## src/rtl/mips_decls_p.sv

```systemverilog
`default_nettype none
// ============================================================================
// mips_decls_p : shared MIPS execute-stage encodings (funct, ALU, mul/div)
// Revision 1.0
// ============================================================================
package mips_decls_p;

  typedef enum logic [5:0] {
    F_MFHI  = 6'h10,
    F_MFLO  = 6'h12,
    F_MULT  = 6'h18,
    F_MULTU = 6'h19,
    F_DIV   = 6'h1A,
    F_DIVU  = 6'h1B,
    F_ADD   = 6'h20,
    F_SUB   = 6'h22,
    F_AND   = 6'h24,
    F_OR    = 6'h25,
    F_SLT   = 6'h2A
  } funct_t;

  typedef enum logic [2:0] {
    AND = 3'b000,
    OR  = 3'b001,
    ADD = 3'b010,
    SUB = 3'b110,
    SLT = 3'b111
  } alucontrol_t;

  typedef enum logic [1:0] {
    ALU = 2'd0,
    HI  = 2'd1,
    LO  = 2'd2
  } res_sel_t;

  typedef enum logic [1:0] {
    IDLE = 2'd0,
    MUL  = 2'd1,
    DIV  = 2'd2,
    FIX  = 2'd3
  } md_state_t;

  function automatic logic is_muldiv(input funct_t f);
    return (f == F_MULT) || (f == F_MULTU) || (f == F_DIV) || (f == F_DIVU);
  endfunction

endpackage
`default_nettype wire

```

## src/rtl/muldiv_core.sv

```systemverilog
`default_nettype none
// ============================================================================
// muldiv_core : iterative shift-add multiplier / restoring divider with HI/LO
// Revision 1.0
// ============================================================================
module muldiv_core
  import mips_decls_p::*;
#(
  parameter int WIDTH    = 32,
  parameter bit FAST_MUL = 1'b0
) (
  input  logic             clk,
  input  logic             reset_n,
  input  logic             start,
  input  funct_t           funct,
  input  logic [WIDTH-1:0] a,
  input  logic [WIDTH-1:0] b,
  output logic             busy,
  output logic [WIDTH-1:0] hi,
  output logic [WIDTH-1:0] lo
);

  localparam int CW = $clog2(WIDTH + 1);
  localparam logic [CW-1:0] MUL_ITERS = FAST_MUL ? CW'(WIDTH / 2) : CW'(WIDTH);
  localparam logic [CW-1:0] DIV_ITERS = CW'(WIDTH);

  md_state_t        state_q, state_d;
  logic [CW-1:0]    cnt_q, cnt_d;
  logic [WIDTH-1:0] acc_hi_q, acc_hi_d, acc_lo_q, acc_lo_d;
  logic [WIDTH-1:0] m_q, m_d, a_q, a_d, hi_q, hi_d, lo_q, lo_d;
  logic             neg_lo_q, neg_lo_d, neg_hi_q, neg_hi_d;
  logic             div0_q, div0_d, is_div_q, is_div_d;

  logic [WIDTH-1:0] mul_hi_nxt, mul_lo_nxt, div_hi_nxt, div_lo_nxt;
  logic [WIDTH:0]   div_shift, div_trial;

  // acc_lo holds the multiplier bits not yet consumed; product bits shift in from the top
  if (FAST_MUL) begin : g_radix4
    logic [WIDTH+1:0] sum;
    always_comb begin
      sum = {2'b00, acc_hi_q}
          + (acc_lo_q[0] ? {2'b00, m_q} : '0)
          + (acc_lo_q[1] ? {1'b0, m_q, 1'b0} : '0);
      mul_hi_nxt = sum[WIDTH+1:2];
      mul_lo_nxt = {sum[1:0], acc_lo_q[WIDTH-1:2]};
    end
  end else begin : g_radix2
    logic [WIDTH:0] sum;
    always_comb begin
      sum        = {1'b0, acc_hi_q} + (acc_lo_q[0] ? {1'b0, m_q} : '0);
      mul_hi_nxt = sum[WIDTH:1];
      mul_lo_nxt = {sum[0], acc_lo_q[WIDTH-1:1]};
    end
  end

  always_comb begin
    div_shift  = {acc_hi_q, acc_lo_q[WIDTH-1]};
    div_trial  = div_shift - {1'b0, m_q};
    div_hi_nxt = div_trial[WIDTH] ? div_shift[WIDTH-1:0] : div_trial[WIDTH-1:0];
    div_lo_nxt = {acc_lo_q[WIDTH-2:0], ~div_trial[WIDTH]};
  end

  always_comb begin
    logic signed_op, a_neg, b_neg, div_op;
    logic [WIDTH-1:0] abs_a, abs_b;
    logic [2*WIDTH-1:0] prod;

    state_d  = state_q;
    cnt_d    = cnt_q;
    acc_hi_d = acc_hi_q;
    acc_lo_d = acc_lo_q;
    m_d      = m_q;
    a_d      = a_q;
    hi_d     = hi_q;
    lo_d     = lo_q;
    neg_lo_d = neg_lo_q;
    neg_hi_d = neg_hi_q;
    div0_d   = div0_q;
    is_div_d = is_div_q;

    signed_op = (funct == F_MULT) || (funct == F_DIV);
    div_op    = (funct == F_DIV) || (funct == F_DIVU);
    a_neg     = signed_op & a[WIDTH-1];
    b_neg     = signed_op & b[WIDTH-1];
    abs_a     = a_neg ? -a : a;
    abs_b     = b_neg ? -b : b;
    prod      = {acc_hi_q, acc_lo_q};

    case (state_q)
      IDLE: begin
        if (start) begin
          acc_hi_d = '0;
          acc_lo_d = div_op ? abs_a : abs_b;
          m_d      = div_op ? abs_b : abs_a;
          a_d      = a;
          neg_lo_d = a_neg ^ b_neg;
          neg_hi_d = a_neg;
          div0_d   = div_op && (b == '0);
          is_div_d = div_op;
          cnt_d    = div_op ? DIV_ITERS : MUL_ITERS;
          state_d  = div_op ? DIV : MUL;
        end
      end
      MUL: begin
        acc_hi_d = mul_hi_nxt;
        acc_lo_d = mul_lo_nxt;
        cnt_d    = cnt_q - CW'(1);
        if (cnt_q == CW'(1)) state_d = FIX;
      end
      DIV: begin
        acc_hi_d = div_hi_nxt;
        acc_lo_d = div_lo_nxt;
        cnt_d    = cnt_q - CW'(1);
        if (cnt_q == CW'(1)) state_d = FIX;
      end
      default: begin
        if (!is_div_q) begin
          {hi_d, lo_d} = neg_lo_q ? -prod : prod;
        end else if (div0_q) begin
          hi_d = a_q;
          lo_d = '1;
        end else begin
          hi_d = neg_hi_q ? -acc_hi_q : acc_hi_q;
          lo_d = neg_lo_q ? -acc_lo_q : acc_lo_q;
        end
        state_d = IDLE;
      end
    endcase
  end

  always_ff @(posedge clk) begin
    if (!reset_n) begin
      state_q  <= IDLE;
      cnt_q    <= '0;
      acc_hi_q <= '0;
      acc_lo_q <= '0;
      m_q      <= '0;
      a_q      <= '0;
      hi_q     <= '0;
      lo_q     <= '0;
      neg_lo_q <= 1'b0;
      neg_hi_q <= 1'b0;
      div0_q   <= 1'b0;
      is_div_q <= 1'b0;
    end else begin
      state_q  <= state_d;
      cnt_q    <= cnt_d;
      acc_hi_q <= acc_hi_d;
      acc_lo_q <= acc_lo_d;
      m_q      <= m_d;
      a_q      <= a_d;
      hi_q     <= hi_d;
      lo_q     <= lo_d;
      neg_lo_q <= neg_lo_d;
      neg_hi_q <= neg_hi_d;
      div0_q   <= div0_d;
      is_div_q <= is_div_d;
    end
  end

  assign busy = (state_q != IDLE);
  assign hi   = hi_q;
  assign lo   = lo_q;

endmodule
`default_nettype wire

```

## src/rtl/alu_muldiv_ctrl.sv

```systemverilog
`default_nettype none
// ============================================================================
// alu_muldiv_ctrl : execute-stage ALU decode, result select and mul/div stall
// Revision 1.0
// ============================================================================
module alu_muldiv_ctrl
  import mips_decls_p::*;
#(
  parameter int WIDTH    = 32,
  parameter bit FAST_MUL = 1'b0
) (
  input  logic             clk,
  input  logic             reset_n,
  input  funct_t           funct,
  input  logic [1:0]       aluop,
  input  logic             issue,
  input  logic [WIDTH-1:0] a,
  input  logic [WIDTH-1:0] b,
  output logic [2:0]       alucontrol,
  output logic [1:0]       res_sel,
  output logic             stall,
  output logic             busy,
  output logic [WIDTH-1:0] hi,
  output logic [WIDTH-1:0] lo
);

  logic rtype, md_funct, hilo_funct, start;

  always_comb begin
    alucontrol = 3'bxxx;
    res_sel    = ALU;
    case (aluop)
      2'b00: alucontrol = ADD;
      2'b01: alucontrol = SUB;
      2'b10: begin
        case (funct)
          F_ADD:  alucontrol = ADD;
          F_SUB:  alucontrol = SUB;
          F_AND:  alucontrol = AND;
          F_OR:   alucontrol = OR;
          F_SLT:  alucontrol = SLT;
          // ALU result is discarded for these, so give it a harmless op
          F_MULT, F_MULTU, F_DIV, F_DIVU: alucontrol = ADD;
          F_MFHI: begin alucontrol = ADD; res_sel = HI; end
          F_MFLO: begin alucontrol = ADD; res_sel = LO; end
          default: alucontrol = 3'bxxx;
        endcase
      end
      default: alucontrol = 3'bxxx;
    endcase
  end

  assign rtype      = (aluop == 2'b10);
  assign md_funct   = is_muldiv(funct);
  assign hilo_funct = (funct == F_MFHI) || (funct == F_MFLO);
  assign start      = issue && rtype && md_funct && !busy;
  assign stall      = reset_n && issue && busy && rtype && (md_funct || hilo_funct);

  muldiv_core #(
    .WIDTH    (WIDTH),
    .FAST_MUL (FAST_MUL)
  ) u_muldiv_core (
    .clk     (clk),
    .reset_n (reset_n),
    .start   (start),
    .funct   (funct),
    .a       (a),
    .b       (b),
    .busy    (busy),
    .hi      (hi),
    .lo      (lo)
  );

endmodule
`default_nettype wire
```

## config.mk

```make
export PLATFORM = sky130hd
export DESIGN_NAME = alu_muldiv_ctrl
export DESIGN_NICKNAME = d
export VERILOG_FILES = /design/src/rtl/mips_decls_p.sv /design/src/rtl/muldiv_core.sv /design/src/rtl/alu_muldiv_ctrl.sv
export SDC_FILE = /design/constraint.sdc
export NUM_CORES = 1
export LEC_CHECK = 0
export ABC_CLOCK_PERIOD_IN_PS = 8600
export BUFFER_PORTS_ARGS = -buffer_cell sky130_fd_sc_hd__buf_4
export CAP_MARGIN = 20
export CORE_ASPECT_RATIO = 1.75
export CORE_MARGIN = 1
export CORE_UTILIZATION = 55
export DETAILED_ROUTE_END_ITERATION = 6
export PLACE_DENSITY = 0.75
export SYNTH_ARGS = -nofsm -noshare
export SYNTH_HDL_FRONTEND = slang
export SYNTH_SLANG_ARGS = --single-unit
```

## constraint.sdc

```tcl
create_clock -name clk -period 8.6 [get_ports clk]
set_input_delay 0.43 -clock clk [delete_from_list [all_inputs] [get_ports clk]]
set_output_delay 0.43 -clock clk [all_outputs]
set_load 0.01 [all_outputs]
```

==> results of run 1 <==
## report_power, final
group	total, mW	switching, mW	internal [mW]
combinational	1.34	0.955	0.389
clock	0.962	0.418	0.545
sequential	1.12	0.115	1.00
total	3.42	1.49	1.94
## metal layers
metal  vias to the layer above  track usage (%)  share of wire, %
met5                         -                0                 0
met4                         0             32.1               8.6
met3                       265             4.67               5.9
met2                       758             74.7                51
met1                      8221             41.6                35
li1                       8227                -                 -
## worst max-delay path by stage
| stage | to | slack [ns] |
|---|---|---|
| floorplan | u_muldiv_core.acc_hi_q[2]$_SDFFE_PN0P_ | 5.21 |
| global placement | u_muldiv_core.acc_hi_q[27]$_SDFFE_PN0P_ | 4.30 |
| detailed placement | u_muldiv_core.acc_hi_q[21]$_SDFFE_PN0P_ | 4.24 |
| CTS | u_muldiv_core.acc_hi_q[21]$_SDFFE_PN0P_ | 4.24 |
| global route | u_muldiv_core.acc_hi_q[21]$_SDFFE_PN0P_ | 3.97 |
| finish | u_muldiv_core.acc_hi_q[21]$_SDFFE_PN0P_ | 4.19 |
## cell usage in the layout, fill, tap and decap left out, types with 18 or more instances in the layout
cell type / instances
sky130_fd_sc_hd__a21oi_1: 310
sky130_fd_sc_hd__a31oi_1: 20
sky130_fd_sc_hd__nand2_1: 280
sky130_fd_sc_hd__or4_1: 20
sky130_fd_sc_hd__buf_4: 170
sky130_fd_sc_hd__a22oi_1: 38
sky130_fd_sc_hd__dfxtp_1: 201
sky130_fd_sc_hd__xnor2_1: 108
sky130_fd_sc_hd__or3_1: 18
sky130_fd_sc_hd__o31ai_1: 31
sky130_fd_sc_hd__nand4_1: 18
sky130_fd_sc_hd__nor3_1: 34
sky130_fd_sc_hd__ha_1: 75
sky130_fd_sc_hd__xor2_1: 96
sky130_fd_sc_hd__nand3_1: 41
sky130_fd_sc_hd__a21o_1: 22
sky130_fd_sc_hd__clkbuf_16: 21
sky130_fd_sc_hd__a211oi_1: 34
sky130_fd_sc_hd__nor2_1: 221
sky130_fd_sc_hd__o211ai_1: 29
sky130_fd_sc_hd__mux2i_1: 41
sky130_fd_sc_hd__o21ai_0: 207
sky130_fd_sc_hd__inv_1: 72
## area by class of cell
cell class	count	area share, %
multi-input combinational	1855	62.3
sequential	204	22.5
timing repair buffer	173	7.32
clock buffer	23	2.98
tap	382	2.63
inverter	73	1.51
clock inverter	11	0.777
## cell families (layout without fill, tap and decap cells)
kind of cell    count (synthesis)  count (layout)  synth area share, %
flops                         204             204                 25.1
simple gates                  740             740                 20.7
compound gates                788             788                 28.8
xor+xnor                      205             205                 11.0
mux                            43              43                 2.66
fa+ha+maj                      79              79                 6.16
buf+inv                       241             280                 5.63
## worst max-delay path: cells and delay by family, from the launching register on
kind | cells | cell delay, ns
AND/OR/NAND/NOR | 3 | 0.35
adder cells (fa/ha/maj) | 2 | 0.62
XOR/XNOR | 1 | 0.64
buffers and inverters | 3 | 0.59
AO/OA/AOI/OAI | 6 | 1.66
flip-flops | 1 | 0.35
## flip-flops by register name (all words and copies together), names as in the netlist
register / count
u_muldiv_core.acc_hi_q: 32
u_muldiv_core.a_q: 32
u_muldiv_core.acc_lo_q: 32
u_muldiv_core.neg_lo_q: 1
u_muldiv_core.lo: 32
u_muldiv_core.div0_q: 1
u_muldiv_core.state_q: 2
u_muldiv_core.neg_hi_q: 1
u_muldiv_core.hi: 32
u_muldiv_core.m_q: 32
u_muldiv_core.is_div_q: 1
u_muldiv_core.cnt_q: 6
## stage by stage
step           util, %  hold slack, ns  power, mW  cell area [um2]
5_1_grt           62.1           0.170       3.54            18200
6_report          62.1           0.173       3.42            18200
2_1_floorplan        -           0.432       1.92            16300
4_1_cts           62.0           0.155       3.39            18200
3_3_place_gp      59.6           0.441       2.42            17500
3_5_place_dp      59.7           0.447       2.43            17500
==> flow_summary.json, run 1 <==
{
  "drc": 0,
  "yosys_warnings": 0,
  "insertion_delay_ns": 0.53,
  "power_density_mw_per_mm2": 188,
  "critPathLaunchType": "flip-flop",
  "yosys_most_used_dff": "sky130_fd_sc_hd__dfxtp_1",
  "crit_slowest_cell": "sky130_fd_sc_hd__xor2_2",
  "fp.dieArea_mm2": 0.0304,
  "initial_core_util_pct": 55.7,
  "tritoncts": "done",
  "dp_hpwl_um": 47600,
  "finalNonFillerCells": 2721,
  "minimum_setup_slack_in_the_final_design_ns": 4.19,
  "io_buffers": 145,
  "remaining_overflow_grt": 0,
  "achievable-frequency_mhz": 227,
  "clk_path_buf_depth": 3,
  "postCtsHoldBufs": 0,
  "via_per_inst": 6.42,
  "critical_path_startpoint": "u_muldiv_core.acc_lo_q[31]$_SDFFE_PN0P_",
  "synthesis.nets": 2454,
  "postRouteAntennaNets": 0,
  "synth_top_cell_area_share_pct": 25.1,
  "n_antenna_cell": 0,
  "netlist_top_cells_area": "sky130_fd_sc_hd__dfxtp_1 25%, sky130_fd_sc_hd__a21oi_1 9.5%, sky130_fd_sc_hd__nand2_1 6.5%",
  "clock-sinks": 204,
  "core_area_mm2": 0.0293,
  "max_slew.worst_pin.slew_ns": 1.14,
  "synth_enable_flop_cells": 0,
  "gpl.final_weighted_congestion": 0.988,
  "crit_path_max_incr_delay_ns": 0.64,
  "n_fill_cell": 2823,
  "final-max-slew-violation-count": 0,
  "fin_crit_sh_pct": 51.3,
  "number_of_placed_i_o_pins": 146,
  "postSynthAreaPerCell_um2": 7.09,
  "rows": 83,
  "critPathCaptureType": "flip-flop",
  "mappedNetlistArea_mm2": 0.0163,
  "ffs_w_async_s_r_synth_pct": 0,
  "synthesized_flop_and_latch_total": 204,
  "detailedRoute.firstPassIterationCount": 7,
  "cts_inserted_buffers": 21,
  "flip_flop_and_latch_area_mm2": 0.00409,
  "yosys.cell_count.top_type": "sky130_fd_sc_hd__a21oi_1",
  "type_of_the_most_critical_hold_path": "in2reg",
  "wl_per_cell_um": 23.2,
  "min_to": "u_muldiv_core.a_q[24]$_SDFFE_PN0P_",
  "grt_max_degree": 80,
  "timing.critical_path.required_ns": 8.96,
  "groute.usage.overall_pct": 40.7,
  "yosys-top-cells-count": "310 x sky130_fd_sc_hd__a21oi_1, 281 x sky130_fd_sc_hd__nand2_1, 225 x sky130_fd_sc_hd__nor2_1, 207 x sky130_fd_sc_hd__o21ai_0, 204 x sky130_fd_sc_hd__dfxtp_1",
  "number_of_h_tree_levels": 1,
  "clk_root_buffer_cell": "sky130_fd_sc_hd__clkbuf_16",
  "die-height_um": 230,
  "place_inst": 2685,
  "clock-skew-final_ns": 0.0128,
  "reg2regPathDepth": 15,
  "first_pass_grt_wire_length_um": 95700,
  "drive_above_1_share_pct": 10.6,
  "crit_chain": "inv_1 -> ha_1 -> inv_1 -> fa_1 -> a211o_1 -> a211oi_1 -> a2bb2oi_1 -> nor2_1 -> nor2_1 -> o31a_1 -> xor2_2 -> buf_4 -> nor2_1 -> a21oi_1 -> o221ai_1",
  "power.static_leakage_nw": 7.19,
  "status": "completed",
  "postCtsSetupBuffers": 0,
  "grt_setup_unrepaired": "no",
  "total_negative_slack_for_setup_checks_ns": 0,
  "final_net_count": 2482,
  "seq_area_frac_synth_pct": 25.1,
  "clkSlewWorstSetupHoldPaths_ns": 0.07,
  "critical-path-top-cell-by-count": "sky130_fd_sc_hd__nor2_1",
  "postCtsResizedCells": 0,
  "reg2reg_setup_slack_ns": 4.19,
  "critical_path.max_fanout": 25,
  "initial_antenna_violation_count": 0,
  "hold_path_startpoint": "a[24]",
  "die_w_um": 132,
  "critical_path.reg2reg.endpoint": "u_muldiv_core.acc_hi_q[21]$_SDFFE_PN0P_",
  "wl_um": 63100,
  "multi_input_comb_area_mm2": 0.0113,
  "setup_viol_count_final": 0,
  "grt_pass1_vias": 16700,
  "cp_data_arrival_time_ns": 4.77,
  "path_class": "reg2reg",
  "yosys.cell_types.count": 73,
  "detailedRoute.firstIterationViolations": 1364,
  "fin_crit_ns": 4.41,
  "vias": 17500,
  "hold_path_depth": 3,
  "drv.max_cap_violation_count": 0,
  "layout_area_growth_over_synthesis_pct": 11.6,
  "preCtsSetupSlack_ns": 4.24,
  "synth.largest_area_cell": "sky130_fd_sc_hd__dfxtp_1",
  "relSlewSlack_pct": 23.0,
  "r2r-start": "u_muldiv_core.acc_lo_q[31]$_SDFFE_PN0P_",
  "timing.final.hold_violations": 0,
  "postSynthCellCount": 2300,
  "peakVddDrop_v": 0.000337
}
No activity file was read; power rests on OpenSTA's default activity.
==> inputs of run 2 (changes only) <==
ABC_AREA = 1   (was unset)
ABC_CLOCK_PERIOD_IN_PS = 4200   (was 8600)
PLACE_DENSITY = 0.74   (was 0.75)
clock period = 4.2 ns   (was 8.6 ns; I/O delays follow)
==> run 2 against run 1 <==
- synthesized cell count increased by 46%
- the run now fails in 5_1_grt
- area after synthesis increased by 18%
==> flow_summary.json, run 2 <==
{
  "status": "did not finish",
  "stage_reached": "5_1_grt",
  "stop_error": "[ERROR GRT-0116] Global routing finished with congestion. Check the congestion regions in the DRC Viewer.",
  "postSynthAreaPerCell_um2": 5.74,
  "rows": 90,
  "die_w_um": 143,
  "postCtsHoldBufs": 7,
  "synth.largest_area_cell": "sky130_fd_sc_hd__dfxtp_1",
  "postSynthCellCount": 3356,
  "preCtsSetupSlack_ns": 0.921,
  "gpl.final_weighted_congestion": 1.18,
  "yosys.cell_count.top_type": "sky130_fd_sc_hd__nand2_1",
  "mappedNetlistArea_mm2": 0.0193,
  "yosys_warnings": 0,
  "synthesis.nets": 3510,
  "synth_enable_flop_cells": 0,
  "initial_core_util_pct": 55.9,
  "clock-sinks": 204,
  "clk_path_buf_depth": 3,
  "first_pass_grt_wire_length_um": 156000,
  "number_of_h_tree_levels": 1,
  "groute.usage.overall_pct": 59.0,
  "clk_root_buffer_cell": "sky130_fd_sc_hd__clkbuf_16",
  "remaining_overflow_grt": 5,
  "postCtsSetupBuffers": 0,
  "grt_pass1_vias": 24200,
  "cts_inserted_buffers": 22,
  "dp_hpwl_um": 73400,
  "yosys-top-cells-count": "965 x sky130_fd_sc_hd__nand2_1, 465 x sky130_fd_sc_hd__inv_1, 281 x sky130_fd_sc_hd__nor2_1, 265 x sky130_fd_sc_hd__a21oi_1, 263 x sky130_fd_sc_hd__nand3_1",
  "yosys_most_used_dff": "sky130_fd_sc_hd__dfxtp_1",
  "seq_area_frac_synth_pct": 21.2,
  "number_of_placed_i_o_pins": 146,
  "ffs_w_async_s_r_synth_pct": 0,
  "yosys.cell_types.count": 56,
  "grt_max_degree": 129,
  "io_buffers": 145,
  "netlist_top_cells_area": "sky130_fd_sc_hd__dfxtp_1 21%, sky130_fd_sc_hd__nand2_1 19%, sky130_fd_sc_hd__inv_1 9.1%",
  "postCtsResizedCells": 0,
  "synth_top_cell_area_share_pct": 21.2,
  "die-height_um": 250,
  "synthesized_flop_and_latch_total": 204
}
-- run 2: cells by family after synthesis --
group           count (synthesis)  share of synthesized area (%)
buf+inv                       621                           12.6
fa+ha+maj                      79                           5.21
xor+xnor                       80                           3.64
compound gates                693                           20.1
flops                         204                           21.2
simple gates                 1679                           37.2
-- run 2: through the flow --
step                      cell area, um2  util [%]  hold WS (ns)  cells
after floorplan                    19300         -         0.352   3356
after global placement             20600      59.8         0.445   3867
after detailed placement           20600      59.8         0.448   3867
after CTS                          21400      62.0       0.00594   3910
-- run 2: routing by layer --
layer	GRT overflow	global-route usage, %
met5	0	2.70
met4	3	61.5
met3	0	29.9
met2	2	83.7
met1	0	59.5
==> inputs of run 3 (changes only) <==
CORE_ASPECT_RATIO = unset   (was 1.75)
CORE_UTILIZATION = 40   (was 55)
PLACE_DENSITY = unset   (was 0.74)
PLACE_DENSITY_LB_ADDON = 0.15   (was unset)
==> run 3 against run 2 <==
- the flow now finishes without violations
- area after synthesis did not move
- synthesized cell count did not move
==> flow_summary.json, run 3 <==
{
  "power_report.internal_total_mw": 4.70,
  "number_of_placed_i_o_pins": 146,
  "synthesized_flop_and_latch_total": 204,
  "yosys.cell_types.count": 56,
  "cts_inserted_buffers": 26,
  "n_antenna_cell": 0,
  "postLayoutCoreUtil_pct": 45.8,
  "crit_chain": "inv_1 -> ha_1 -> inv_1 -> fa_1 -> nand2_1 -> nand2_1 -> nand3b_1 -> nand2_2 -> nand2_2 -> nand2_2 -> nand2_4 -> nand3_4 -> nand2_4 -> nand2_1 -> nand3_1 -> nand2_1 -> nand2_1 -> a21oi_2",
  "number_of_h_tree_levels": 1,
  "sw_frac_of_total_pct": 47.4,
  "crit_slowest_cell": "sky130_fd_sc_hd__fa_1",
  "crit_buf_inv": 2,
  "power_frac_comb_pct": 46.8,
  "synth_enable_flop_cells": 0,
  "relSlewSlack_pct": 29.3,
  "synth_top_cell_area_share_pct": 21.2,
  "postSynthAreaPerCell_um2": 5.74,
  "cp_data_arrival_time_ns": 3.66,
  "achievable-frequency_mhz": 309,
  "timing.critical_path.max_delay_family": "simple AND/OR/NAND/NOR gates",
  "groute.usage.overall_pct": 37.4,
  "netlist_top_cells_area": "sky130_fd_sc_hd__dfxtp_1 21%, sky130_fd_sc_hd__nand2_1 19%, sky130_fd_sc_hd__inv_1 9.1%",
  "fin_crit_ns": 3.23,
  "via_per_inst": 5.72,
  "peakVddDrop_v": 0.000307,
  "power_density_mw_per_mm2": 409,
  "power.static_leakage_nw": 10.9,
  "fin_crit_sh_pct": 77.0,
  "postCtsHoldBufs": 13,
  "n_fill_cell": 5238,
  "final_net_count": 3600,
  "clock-skew-final_ns": 0.0139,
  "total_negative_slack_for_setup_checks_ns": 0,
  "mappedNetlistArea_mm2": 0.0193,
  "vias": 23300,
  "share_seq_of_total_power_pct": 26.8,
  "tritoncts": "done",
  "grt_pass1_vias": 21200,
  "synthesis.nets": 3510,
  "wl_per_cell_um": 23.2,
  "postSynthCellCount": 3356,
  "die_w_um": 221,
  "die-height_um": 221,
  "synth.largest_area_cell": "sky130_fd_sc_hd__dfxtp_1",
  "type_of_the_most_critical_hold_path": "in2reg",
  "initial_core_util_pct": 40.4,
  "grt_setup_unrepaired": "no",
  "postRouteAntennaNets": 0,
  "timing.final.hold_violations": 0,
  "postCtsSetupBuffers": 0,
  "final-max-slew-violation-count": 0,
  "setup_viol_count_final": 0,
  "ffs_w_async_s_r_synth_pct": 0,
  "clkSlewWorstSetupHoldPaths_ns": 0.06,
  "clk_root_buffer_cell": "sky130_fd_sc_hd__clkbuf_16",
  "core_area_mm2": 0.0476,
  "path_class": "reg2reg",
  "gpl.final_weighted_congestion": 1.11,
  "yosys_most_used_dff": "sky130_fd_sc_hd__dfxtp_1",
  "detailedRoute.firstIterationViolations": 2829,
  "layout_area_growth_over_synthesis_pct": 13.2,
  "clock_network_fraction_of_total_power_pct": 26.4,
  "switching_power_mw": 4.22,
  "status": "completed",
  "seq_area_frac_synth_pct": 21.2,
  "critical-path-top-cell-by-count": "sky130_fd_sc_hd__nand2_1",
  "crit_path_max_incr_delay_ns": 0.45,
  "clock-sinks": 204,
  "flip_flop_and_latch_area_mm2": 0.00409,
  "drv.max_cap_violation_count": 0,
  "mostFrequentLayoutCell": "sky130_fd_sc_hd__nand2_1",
  "grt_max_degree": 67,
  "critical_path.max_fanout": 30,
  "critPathLaunchType": "flip-flop",
  "wl_um": 94800,
  "timing.critical_path.required_ns": 4.62,
  "initial_antenna_violation_count": 1,
  "detailedRoute.firstPassIterationCount": 6,
  "rows": 80,
  "max_slew.worst_pin.slew_ns": 1.05,
  "layout_common_cells": "965 x sky130_fd_sc_hd__nand2_1, 464 x sky130_fd_sc_hd__inv_1, 281 x sky130_fd_sc_hd__nor2_1, 265 x sky130_fd_sc_hd__a21oi_1, 263 x sky130_fd_sc_hd__nand3_1",
  "postCtsResizedCells": 0,
  "critPathCaptureType": "flip-flop",
  "yosys.cell_count.top_type": "sky130_fd_sc_hd__nand2_1",
  "drc": 0,
  "insertion_delay_ns": 0.56,
  "yosys-top-cells-count": "965 x sky130_fd_sc_hd__nand2_1, 465 x sky130_fd_sc_hd__inv_1, 281 x sky130_fd_sc_hd__nor2_1, 265 x sky130_fd_sc_hd__a21oi_1, 263 x sky130_fd_sc_hd__nand3_1",
  "io_buffers": 145,
  "first_pass_grt_wire_length_um": 137000,
  "drive_above_1_share_pct": 9.65,
  "clk_path_buf_depth": 3,
  "fp.dieArea_mm2": 0.0490,
  "yosys_warnings": 0,
  "total_power_mw": 8.92,
  "remaining_overflow_grt": 0,
  "dp_hpwl_um": 76800,
  "multi_input_comb_area_mm2": 0.0128,
  "reg2reg_setup_slack_ns": 0.97
}
run 3: cell counts after synthesis:
Identical to the previous run, type by type.
run 3: cells by family (layout without fill, tap and decap cells):
family	after synthesis	in the layout	synth area share [%]
buffers and inverters	621	727	12.6
flip-flops	204	204	21.2
adder cells (fa/ha/maj)	79	79	5.21
AND/OR/NAND/NOR	1679	1679	37.2
XOR/XNOR	80	80	3.64
AO/OA/AOI/OAI	693	693	20.1
run 3: worst reg2reg max path: cells and delay by family, from the launching register on:
family	cells	cell delay (ns)
AND/OR/NAND/NOR	13	1.71
AO/OA/AOI/OAI	1	0.05
flip-flops	1	0.38
buffers and inverters	2	0.30
adder cells (fa/ha/maj)	2	0.64
run 3: power groups by stage:
stage	Sequential (mW)	Clock, mW	Combinational (mW)
after floorplan	2.35	0	2.66
after global placement	2.41	0	4.01
after detailed placement	2.42	0	4.01
after CTS	2.38	2.37	4.04
after global routing	2.41	2.44	4.48
final	2.39	2.35	4.17
run 3: worst paths after layout:
check / from / to / cells past startpoint
max: u_muldiv_core.acc_lo_q[31]$_SDFFE_PN0P_ / u_muldiv_core.acc_hi_q[9]$_SDFFE_PN0P_ / 18
min: a[22] / u_muldiv_core.a_q[22]$_SDFFE_PN0P_ / 3
max reg2reg: u_muldiv_core.acc_lo_q[31]$_SDFFE_PN0P_ / u_muldiv_core.acc_hi_q[9]$_SDFFE_PN0P_ / 18
min reg2reg: u_muldiv_core.a_q[2]$_SDFFE_PN0P_ / u_muldiv_core.a_q[2]$_SDFFE_PN0P_ / 2
run 3: per-stage QoR:
step / std cells / setup WS [ns] / hold slack (ns) / area [um2]
2_1_floorplan: 3356 / 1.71 / 0.352 / 19300
3_3_place_gp: 4019 / 1.07 / 0.452 / 20800
3_5_place_dp: 4019 / 1.02 / 0.463 / 20800
4_1_cts: 4076 / 1.00 / 0.00256 / 21800
5_1_grt: 4077 / 0.689 / 0.0119 / 21800
6_report: 4077 / 0.966 / 0.0154 / 21800
run 3: layout make-up:
| class | instances | area share (%) |
|---|---|---|
| inverters | 493 | 8.50 |
| clock inverters | 9 | 0.660 |
| repair buffers | 190 | 6.68 |
| clock buffers | 35 | 3.41 |
| flip-flops and latches | 204 | 18.7 |
| well taps | 615 | 3.53 |
| multi-input cells | 2531 | 58.5 |
run 3: layer usage:
layer  vias to the layer above  routed length [um]  global-route usage, %  share of wire (%)
met5                         -                  16                      0              0.017
met4                         2                5650                   19.7                6.0
met3                       192                9440                   7.26                 10
li1                      11100                   -                      -                  -
met2                      1246               38700                   54.7                 41
met1                     10800               40900                   51.7                 43
==> inputs of run 4 (changes only) <==
ABC_CLOCK_PERIOD_IN_PS = 2950   (was 4200)
clock period = 2.95 ns   (was 4.2 ns; I/O delays follow)
==> run 4 against run 3 <==
- critical path type unchanged
- via count grew 2.4%
- register-to-register slack got worse by 0.84 ns
- critical endpoint is now u_muldiv_core.acc_hi_q[28]$_SDFFE_PN0P_
- sequential cell count did not move
- clock power increased by 50%
- die area unchanged
==> flow_summary.json, run 4 (synthesis gave the netlist of run 3 again) <==
{
  "status": "completed",
  "layout_area_growth_over_synthesis_pct": 18.1,
  "detailedRoute.firstPassIterationCount": 6,
  "gr-usage-met1_pct": 55.0,
  "setup_viol_count_final": 0,
  "type_of_the_most_critical_hold_path": "in2reg",
  "gpl.final_weighted_congestion": 1.12,
  "drc": 0,
  "number_of_h_tree_levels": 1,
  "tritoncts": "done",
  "die_w_um": 221,
  "io_buffers": 145,
  "clock-skew-final_ns": 0.0206,
  "dpl_cell_area_mm2": 0.0215,
  "groute.usage.overall_pct": 39.0,
  "dp_hpwl_um": 80100,
  "relSlewSlack_pct": 37.1,
  "first_pass_grt_wire_length_um": 142000,
  "max_slew.worst_pin.slew_ns": 0.943,
  "achievable-frequency_mhz": 354,
  "initial_core_util_pct": 40.4,
  "clock-sinks": 204,
  "critical_path.max_fanout": 31,
  "initial_antenna_violation_count": 0,
  "timing.critical_path.required_ns": 3.46,
  "detailedRoute.firstIterationViolations": 3229,
  "critPathLaunchType": "flip-flop",
  "number_of_placed_i_o_pins": 146,
  "cp_data_arrival_time_ns": 3.33,
  "global_route.usage.met2_pct": 57.9,
  "wl_per_cell_um": 23.7,
  "grt_max_degree": 81,
  "via_per_inst": 5.71,
  "layout_common_cells": "965 x sky130_fd_sc_hd__nand2_1, 464 x sky130_fd_sc_hd__inv_1, 281 x sky130_fd_sc_hd__nor2_1, 265 x sky130_fd_sc_hd__a21oi_1, 263 x sky130_fd_sc_hd__nand3_1",
  "die-height_um": 221,
  "fin_crit_sh_pct": 95.7,
  "final_design_area_no_fill_mm2": 0.0228,
  "final.hold.worst_slack_ns": 0.0414,
  "cts_inserted_buffers": 26,
  "timing.final.hold_violations": 0,
  "minimum_setup_slack_in_the_final_design_ns": 0.126,
  "fin_crit_ns": 2.82,
  "wl_um": 99200,
  "path_class": "reg2reg",
  "clk_root_buffer_cell": "sky130_fd_sc_hd__clkbuf_16",
  "drive_above_1_share_pct": 11.9,
  "fp.dieArea_mm2": 0.0490,
  "insertion_delay_ns": 0.58,
  "power.static_leakage_nw": 11.5,
  "grt_setup_unrepaired": "no",
  "n_antenna_cell": 0,
  "postRouteAntennaNets": 0,
  "grt_busiest_layer": "met2",
  "peakVddDrop_v": 0.000439,
  "vias": 23900,
  "clk_path_buf_depth": 3,
  "remaining_overflow_grt": 0,
  "power_density_mw_per_mm2": 572,
  "clkSlewWorstSetupHoldPaths_ns": 0.07,
  "final-max-slew-violation-count": 0,
  "drv.max_cap_violation_count": 0,
  "mostFrequentLayoutCell": "sky130_fd_sc_hd__nand2_1",
  "final_net_count": 3702,
  "core_area_mm2": 0.0476,
  "total_power_mw": 13.0,
  "critPathCaptureType": "flip-flop",
  "global_route.usage.met3_pct": 5.70,
  "preCtsSetupSlack_ns": 0.164,
  "grt_pass1_vias": 21700,
  "total_negative_slack_for_setup_checks_ns": 0,
  "rows": 80
}
-- run 4: cell count changes in the layout (fill, tap and decap cells not counted), sizes merged --
| cell | before | now |
|---|---|---|
| buf | 177 | 265 |
| bufinv | 3 | 4 |
| clkbuf | 35 | 40 |
| clkinv | 10 | 9 |
| clkinvlp | 2 | 1 |
| dlygate4sd3 | 13 | 27 |
-- run 4: cell type report --
type / count / area (um2)
timing repair buffer: 292 / 2340
clock buffer: 40 / 783
multi-input combinational: 2531 / 12800
fill: 5212 / 24900
sequential: 204 / 4090
clock inverter: 8 / 154
tap: 615 / 769
inverter: 493 / 1850
-- run 4: timing repair --
action,CTS,global route
hold endpoints to repair,27,0
resized for setup,0,6
buffers inserted,0,0
hold buffers,27,0
setup endpoints to repair,0,9
-- run 4: metal layers --
layer  wire length (um)  vias up
met3               9620      215
met4               5850        0
li1                   -    11300
met1              42800    11000
met2              40900     1359
met5                  0        -
-- run 4: path summary, 6_finish.rpt --
kind / startpoint / endpoint / slack (ns) / depth (start not counted)
min reg2reg: u_muldiv_core.a_q[2]$_SDFFE_PN0P_ / u_muldiv_core.a_q[2]$_SDFFE_PN0P_ / 0.47 / 2
min: a[19] / u_muldiv_core.a_q[19]$_SDFFE_PN0P_ / 0.04 / 3
max: u_muldiv_core.acc_lo_q[0]$_SDFFE_PN0P_ / u_muldiv_core.acc_hi_q[28]$_SDFFE_PN0P_ / 0.13 / 15
max reg2reg: u_muldiv_core.acc_lo_q[0]$_SDFFE_PN0P_ / u_muldiv_core.acc_hi_q[28]$_SDFFE_PN0P_ / 0.13 / 15
-- run 4: per-stage QoR --
step           utilization [%]  cells
2_1_floorplan                -   3356
3_3_place_gp              45.2   4108
3_5_place_dp              45.2   4108
4_1_cts                   47.7   4183
5_1_grt                   47.8   4183
6_report                  47.8   4183
-- run 4: report_power, final --
group | internal (mW) | switching [mW]
Clock | 2.17 | 1.36
Sequential | 3.07 | 0.325
Combinational | 1.74 | 4.36
-- run 4: worst max-delay path: stages (launching register included) --
cell,delay (ns)
sky130_fd_sc_hd__dfxtp_1,0.41
sky130_fd_sc_hd__buf_12,0.24
sky130_fd_sc_hd__nand2_1,0.08
sky130_fd_sc_hd__inv_1,0.13
sky130_fd_sc_hd__ha_1,0.34
sky130_fd_sc_hd__a21oi_1,0.25
sky130_fd_sc_hd__o21ai_0,0.23
sky130_fd_sc_hd__a21oi_1,0.33
sky130_fd_sc_hd__nor2_1,0.07
sky130_fd_sc_hd__nor2_1,0.19
sky130_fd_sc_hd__nand2_1,0.08
sky130_fd_sc_hd__nand2_1,0.06
sky130_fd_sc_hd__nand3_1,0.07
sky130_fd_sc_hd__nand2_1,0.08
sky130_fd_sc_hd__nand2_1,0.06
sky130_fd_sc_hd__a21oi_2,0.13
